[src/rtl/bcd_mult_sched_if.sv]
// Requester/result bus for bcd_mult_sched: level requests with packed BCD operands,
// one-hot grant, and a valid/ready result channel tagged with the requester ID.
interface bcd_mult_sched_if #(
   parameter int NREQ = 4,
   parameter int IDW  = $clog2(NREQ)
);
   logic [NREQ-1:0]   req;
   logic [NREQ*8-1:0] a_bcd;
   logic [NREQ*8-1:0] b_bcd;
   logic [NREQ-1:0]   gnt;
   logic              busy;
   logic              res_valid;
   logic              res_ready;
   logic [15:0]       res_bcd;
   logic [IDW-1:0]    res_id;
   logic              res_err;

   modport master (
      output req, a_bcd, b_bcd, res_ready,
      input  gnt, busy, res_valid, res_bcd, res_id, res_err
   );

   modport slave (
      input  req, a_bcd, b_bcd, res_ready,
      output gnt, busy, res_valid, res_bcd, res_id, res_err
   );
endinterface

[src/rtl/bcd_mult_sched.sv]
// Round-robin scheduler sharing one BCD multiply engine (BCD->bin, 8x8 multiply, double-dabble back).
// Optional operand digit check enabled by defining BCD_MULT_SCHED_BCD_CHECK_EN.
//
// state | meaning
// IDLE  | arbitrate; grant winner, capture binary operands, ID and pointer
// MULT  | register 16-bit product, clear accumulator and shift counter
// CONV  | 16 shift-add-3 steps; last step loads the result registers
// OUT   | res_valid high, hold result until res_ready
module bcd_mult_sched #(
   parameter int NREQ = 4,
   parameter int IDW  = $clog2(NREQ)
) (
   input logic           clock,
   input logic           a_rst_n,
   bcd_mult_sched_if.slave bus
);

   typedef enum logic [1:0] {IDLE, MULT, CONV, OUT} state_t;

   state_t          state, state_nxt;
   logic [IDW-1:0]  ptr;
   logic [IDW-1:0]  win_id;
   logic [NREQ-1:0] win_vec;
   logic            any_req;
   logic [7:0]      a_arr [NREQ];
   logic [7:0]      b_arr [NREQ];
   logic [7:0]      op_a, op_b;
   logic [IDW-1:0]  job_id;
   logic [15:0]     prod_sh;
   logic [15:0]     acc, acc_nxt;
   logic [3:0]      cnt;
   logic [15:0]     res_bcd_q;
   logic [IDW-1:0]  res_id_q;
   logic [15:0]     res_load;

   function automatic logic [7:0] bcd2bin(input logic [7:0] v);
      return ({4'd0, v[7:4]} << 3) + ({4'd0, v[7:4]} << 1) + {4'd0, v[3:0]};
   endfunction

   function automatic logic [15:0] dabble_step(input logic [15:0] a, input logic b);
      logic [15:0] t;
      t = a;
      for (int n = 0; n < 4; n++) begin
         if (a[4*n +: 4] > 4'd4) t[4*n +: 4] = a[4*n +: 4] + 4'd3;
      end
      return {t[14:0], b};
   endfunction

   for (genvar g = 0; g < NREQ; g++) begin : g_unpack
      assign a_arr[g] = bus.a_bcd[8*g +: 8];
      assign b_arr[g] = bus.b_bcd[8*g +: 8];
   end

   // first set request after the pointer, wrapping
   always_comb begin
      int idx_i;
      logic [IDW-1:0] idx;
      win_vec = '0;
      win_id  = '0;
      any_req = 1'b0;
      idx_i   = 0;
      idx     = '0;
      for (int k = 1; k <= NREQ; k++) begin
         idx_i = int'(ptr) + k;
         if (idx_i >= NREQ) idx_i = idx_i - NREQ;
         idx = IDW'(idx_i);
         if (!any_req && bus.req[idx]) begin
            any_req      = 1'b1;
            win_id       = idx;
            win_vec[idx] = 1'b1;
         end
      end
   end

   assign acc_nxt = dabble_step(acc, prod_sh[15]);

   always_ff @(posedge clock or negedge a_rst_n) begin
      if (!a_rst_n) state <= IDLE;
      else          state <= state_nxt;
   end

   always_comb begin
      state_nxt = state;
      case (state)
         IDLE:    if (any_req) state_nxt = MULT;
         MULT:    state_nxt = CONV;
         CONV:    if (cnt == 4'd15) state_nxt = OUT;
         OUT:     if (bus.res_ready) state_nxt = IDLE;
         default: state_nxt = IDLE;
      endcase
   end

   // grant is combinational from req, so it is held off explicitly during reset
   always_comb begin
      bus.gnt       = (state == IDLE && a_rst_n) ? win_vec : '0;
      bus.busy      = (state != IDLE);
      bus.res_valid = (state == OUT);
   end

   always_ff @(posedge clock or negedge a_rst_n) begin
      if (!a_rst_n) begin
         ptr       <= IDW'(NREQ - 1);
         op_a      <= '0;
         op_b      <= '0;
         job_id    <= '0;
         prod_sh   <= '0;
         acc       <= '0;
         cnt       <= '0;
         res_bcd_q <= '0;
         res_id_q  <= '0;
      end else begin
         case (state)
            IDLE: if (any_req) begin
               op_a   <= bcd2bin(a_arr[win_id]);
               op_b   <= bcd2bin(b_arr[win_id]);
               job_id <= win_id;
               ptr    <= win_id;
            end
            MULT: begin
               prod_sh <= 16'(op_a) * 16'(op_b);
               acc     <= '0;
               cnt     <= '0;
            end
            CONV: begin
               acc     <= acc_nxt;
               prod_sh <= prod_sh << 1;
               cnt     <= cnt + 4'd1;
               if (cnt == 4'd15) begin
                  res_bcd_q <= res_load;
                  res_id_q  <= job_id;
               end
            end
            default: ;
         endcase
      end
   end

   assign bus.res_bcd = res_bcd_q;
   assign bus.res_id  = res_id_q;

`ifdef BCD_MULT_SCHED_BCD_CHECK_EN
   logic bad_digit, job_err, res_err_q;

   always_comb begin
      bad_digit = (a_arr[win_id][7:4] > 4'd9) || (a_arr[win_id][3:0] > 4'd9) ||
                  (b_arr[win_id][7:4] > 4'd9) || (b_arr[win_id][3:0] > 4'd9);
   end

   always_ff @(posedge clock or negedge a_rst_n) begin
      if (!a_rst_n) begin
         job_err   <= 1'b0;
         res_err_q <= 1'b0;
      end else begin
         if (state == IDLE && any_req) job_err <= bad_digit;
         if (state == CONV && cnt == 4'd15) res_err_q <= job_err;
      end
   end

   // a bad job keeps its full timing but reports zero
   assign res_load    = job_err ? 16'h0000 : acc_nxt;
   assign bus.res_err = res_err_q;
`else
   assign res_load    = acc_nxt;
   assign bus.res_err = 1'b0;
`endif

endmodule

[src/flat_wrapper.sv]
// flat-port wrapper written by rule: the top's interface ports become plain ports
module bcd_mult_sched_flat 
#(
   parameter int NREQ = 4,
   parameter int IDW  = $clog2(NREQ)
)
  (clock, a_rst_n, bus_req, bus_a_bcd, bus_b_bcd, bus_res_ready, bus_gnt, bus_busy, bus_res_valid, bus_res_bcd, bus_res_id, bus_res_err);
  bcd_mult_sched_if #(.NREQ(NREQ), .IDW(IDW)) bus_i ();
  input logic clock;
  input logic a_rst_n;
  input wire logic [$bits(bus_i.req)-1:0] bus_req;
  input wire logic [$bits(bus_i.a_bcd)-1:0] bus_a_bcd;
  input wire logic [$bits(bus_i.b_bcd)-1:0] bus_b_bcd;
  input wire logic [$bits(bus_i.res_ready)-1:0] bus_res_ready;
  output wire logic [$bits(bus_i.gnt)-1:0] bus_gnt;
  output wire logic [$bits(bus_i.busy)-1:0] bus_busy;
  output wire logic [$bits(bus_i.res_valid)-1:0] bus_res_valid;
  output wire logic [$bits(bus_i.res_bcd)-1:0] bus_res_bcd;
  output wire logic [$bits(bus_i.res_id)-1:0] bus_res_id;
  output wire logic [$bits(bus_i.res_err)-1:0] bus_res_err;
  assign bus_i.req = bus_req;
  assign bus_i.a_bcd = bus_a_bcd;
  assign bus_i.b_bcd = bus_b_bcd;
  assign bus_i.res_ready = bus_res_ready;
  assign bus_gnt = bus_i.gnt;
  assign bus_busy = bus_i.busy;
  assign bus_res_valid = bus_i.res_valid;
  assign bus_res_bcd = bus_i.res_bcd;
  assign bus_res_id = bus_i.res_id;
  assign bus_res_err = bus_i.res_err;
  bcd_mult_sched #(.NREQ(NREQ), .IDW(IDW)) u_core (.clock(clock), .a_rst_n(a_rst_n), .bus(bus_i));
endmodule
[config.mk]
export PLATFORM = sky130hd
export DESIGN_NAME = bcd_mult_sched_flat
export DESIGN_NICKNAME = d
export VERILOG_FILES = /design/src/rtl/bcd_mult_sched_if.sv /design/src/rtl/bcd_mult_sched.sv /design/src/flat_wrapper.sv
export SDC_FILE = /design/constraint.sdc
export NUM_CORES = 1
export LEC_CHECK = 0
export BUFFER_PORTS_ARGS = -buffer_cell sky130_fd_sc_hd__buf_2
export CORE_MARGIN = 4
export CORE_UTILIZATION = 54
export DETAILED_ROUTE_END_ITERATION = 6
export MAX_ROUTING_LAYER = met4
export PLACE_DENSITY_LB_ADDON = 0.25
export SETUP_SLACK_MARGIN = 0.02
export SLEW_MARGIN = 20
export SYNTH_ARGS = -nofsm -noshare
export SYNTH_HDL_FRONTEND = slang
export SYNTH_SLANG_ARGS = --single-unit
[constraint.sdc]
create_clock -name clock -period 4.8 [get_ports clock]
set_input_delay 1.44 -clock clock [delete_from_list [all_inputs] [get_ports clock]]
set_output_delay 1.44 -clock clock [all_outputs]
set_load 0.05 [all_outputs]
==> impl_metrics.json <==
{
  "status": "finished, final reports clean",
  "layout.nets": 1094,
  "root_buffer": "clkbuf_16",
  "critPathArrivalTime_ns": 3.17,
  "ys_types": 59,
  "synthCells": 787,
  "grt_max_degree": 77,
  "first_pass_iters": 5,
  "hold_class": "flop to flop",
  "cp_num_buf_inv": 4,
  "antenna_cells": 0,
  "dpl_cell_area_sq_mm": 0.00801,
  "crit_family": "buffers and inverters",
  "crit_path_start_kind": "input port",
  "skew_ns": 0.00816,
  "min_period_over_period_pct": 96.0,
  "fin_cells": 1095,
  "die_y_um": 122,
  "cts.sinks": 76,
  "yosysTopAreaCell": "dfrtp_1",
  "clock_path_buffers": 2,
  "clk-insertion-delay-late_ns": 0.34,
  "layout_commonest_cell": "buf_2",
  "viasPerCell": 5.48,
  "portBuffers": 94,
  "hold_depth": 2,
  "place.detailed.hpwl_mm": 12.6,
  "grt_pass1_wl_mm": 27.9,
  "finalSetupViolations": 0,
  "worstSetupPathType": "input port to output port",
  "placementRows": 41,
  "dieArea_sq_mm": 0.0149,
  "wirelength_mm": 16.2,
  "worstPathRequired_ns": 3.36,
  "regArea_sq_mm": 0.00191,
  "yosys_most_used_dff": "dfrtp_1",
  "area_growth_pct": 20.5,
  "design_area_sq_mm": 0.00846,
  "ctsHoldBuffers": 0,
  "synth_nets": 963,
  "io_pins": 96,
  "worst_setup_path_end_kind": "output port",
  "multi_input_area_sq_mm": 0.00470,
  "hp-start": "u_core.bus.res_bcd[3]$_DFFE_PN0P_",
  "syn-cell-area_sq_mm": 0.00702,
  "yosys_register_bits": 76,
  "holdPathEnd": "u_core.bus.res_bcd[3]$_DFFE_PN0P_",
  "synth_area_leaders": "dfrtp_1 26%, ha_1 12%, fa_1 11%",
  "grt_pass1_vias": 6078,
  "htreeDepth": 3,
  "reg2reg_setup_slack_ns": 0.21,
  "rsz0062_at_grt": "no",
  "gp_congestion": 0.911,
  "post-place-ws_ns": -0.201,
  "async_reset_ff_share_pct": 100,
  "die_width_um": 122,
  "hold_viol": 0,
  "r2r-end": "u_core.prod_sh[15]$_DFFE_PN0P_",
  "drt_iter0_markers": 368,
  "regToRegStartpoint": "u_core.op_b[4]$_DFFE_PN0P_",
  "via_count": 6004,
  "grt.overflow.total": 0,
  "rr_worst_depth": 13,
  "ys_seq_area_share_pct": 27.1,
  "core-area_sq_mm": 0.0127,
  "setup_slack_ns": 0.192,
  "final_cell_mix": "93 x buf_2, 89 x inv_1, 76 x nand2_1, 66 x dfrtp_1, 62 x ha_1",
  "yosys_warnings": 0,
  "maxCapViolCount": 0,
  "grtUsageTotal_pct": 23.4,
  "antenna_left": 0,
  "avgSynthCellArea_sq_um": 8.92,
  "slew_viol_final": 0,
  "routedWlPerCell_um": 14.8,
  "path_cells": "buf_2, mux4_2, buf_4, nor4b_4, buf_4, a221oi_1, nor2_2, buf_2",
  "crit_fanout": 7,
  "drive_above_1_share_pct": 24.7,
  "start_util_pct": 55.4,
  "cpPeakStageDelay_ns": 0.51,
  "numCtsBuffers": 9,
  "grt_antenna_before_repair": 0,
  "whs_ns": 0.474,
  "fmax_mhz": 217,
  "synth_enable_flop_cells": 0,
  "cp_slowest_cell": "mux4_2",
  "synth.top_cell.area_share_pct": 26.4,
  "post-route-min-period_ns": 4.61,
  "cts.reportedPaths.clkPinSlew_ns": 0.06,
  "tightestPinTransition_ns": 0.990,
  "place_inst": 1073,
  "drc": 0,
  "fillers": 997,
  "slew_headroom_pct": 34.0,
  "cts_tree": "built"
}
-- final cells by class --
class                           instances  area share [%]
Clock buffer                           10            2.83
Clock inverter                          6            1.11
Sequential cell                        76            22.6
Timing Repair Buffer                  156            11.3
Tap cell                              172            2.54
Multi-Input combinational cell        586            55.6
Inverter                               89            3.95
-- metrics by stage --
step	utilization (%)	setup TNS (ns)
2_1_floorplan	-	-0.112
3_3_place_gp	63.2	-0.157
3_5_place_dp	63.2	-1.11
4_1_cts	65.8	0
5_1_grt	66.7	0
6_report	66.7	0
-- cells by family (layout without fill, tap and decap cells) --
kind of cell               count (synthesis)  in the layout  share of synthesized area [%]
AOI/OAI and AO/OA                        182            182                           15.4
buffers and inverters                    125            261                           7.25
DFF                                       76             76                           27.1
xor gates and xnor gates                  20             20                           2.50
and+or+nand+nor                          230            230                           16.7
other                                      1              1                         0.0534
adders and majority gates                105            105                           23.0
muxes                                     48             48                           7.93
-- routing by layer --
layer,global-route usage (%),vias up,share of wire [%]
li1,-,2941,-
met1,30.2,2873,45
met2,39.1,161,49
met3,2.55,29,3.9
met4,6.72,0,1.9
met5,-,-,0
-- worst register-to-register path, delay by kind of cell (launching register included) --
family / cells / cell delay (ns)
fa+ha+maj: 5 / 2.37
compound gates: 4 / 1.17
buf+inv: 2 / 0.13
simple gates: 2 / 0.40
flops: 1 / 0.47
-- worst max-delay path by stage --
stage | depth (start not counted) | end | from | slack (ns)
floorplan | 17 | u_core.op_a[6]$_DFFE_PN0P_ | bus_req[2] | -0.05
global placement | 15 | u_core.op_a[6]$_DFFE_PN0P_ | bus_req[3] | -0.07
detailed placement | 15 | u_core.op_a[6]$_DFFE_PN0P_ | bus_req[1] | -0.20
CTS | 15 | u_core.prod_sh[15]$_DFFE_PN0P_ | u_core.op_b[4]$_DFFE_PN0P_ | 0.05
global route | 15 | u_core.prod_sh[15]$_DFFE_PN0P_ | u_core.op_b[4]$_DFFE_PN0P_ | 0.03
finish | 8 | bus_gnt[0] | bus_req[1] | 0.19
-- synth_stat cells (all sizes together) (6+ instances only) --
library cell / count
o21ai: 65
nand2: 76
clkbuf: 24
and3: 6
nor3b: 8
xor2: 7
dfrtp: 74
a22oi: 6
ha: 65
a21oi: 52
xnor2: 13
nor3: 14
buf: 12
inv: 89
nor2b: 8
nand3: 8
nor2: 43
and2: 51
mux2i: 26
a31oi: 11
mux2: 18
fa: 40
o22ai: 11
a21o: 8
-- sequential cells by signal, indices dropped and copies added, names as in the netlist --
register            count
u_core.op_b             8
u_core.bus.res_bcd     16
u_core.cnt              4
u_core.job_id           2
u_core.bus.res_id       2
u_core.state            2
u_core.op_a             8
u_core.ptr              2
u_core.acc             16
u_core.prod_sh         16
-- what timing repair did --
item                                   CTS  global route
gates resized for setup                  0            16
setup endpoints to repair                0             6
endpoints found under the hold margin    0             0
setup buffers                            0             5
Power is left out: the tool's default activity adds up to more than one toggle a clock period on the data nets, which glitch-free logic cannot reach.
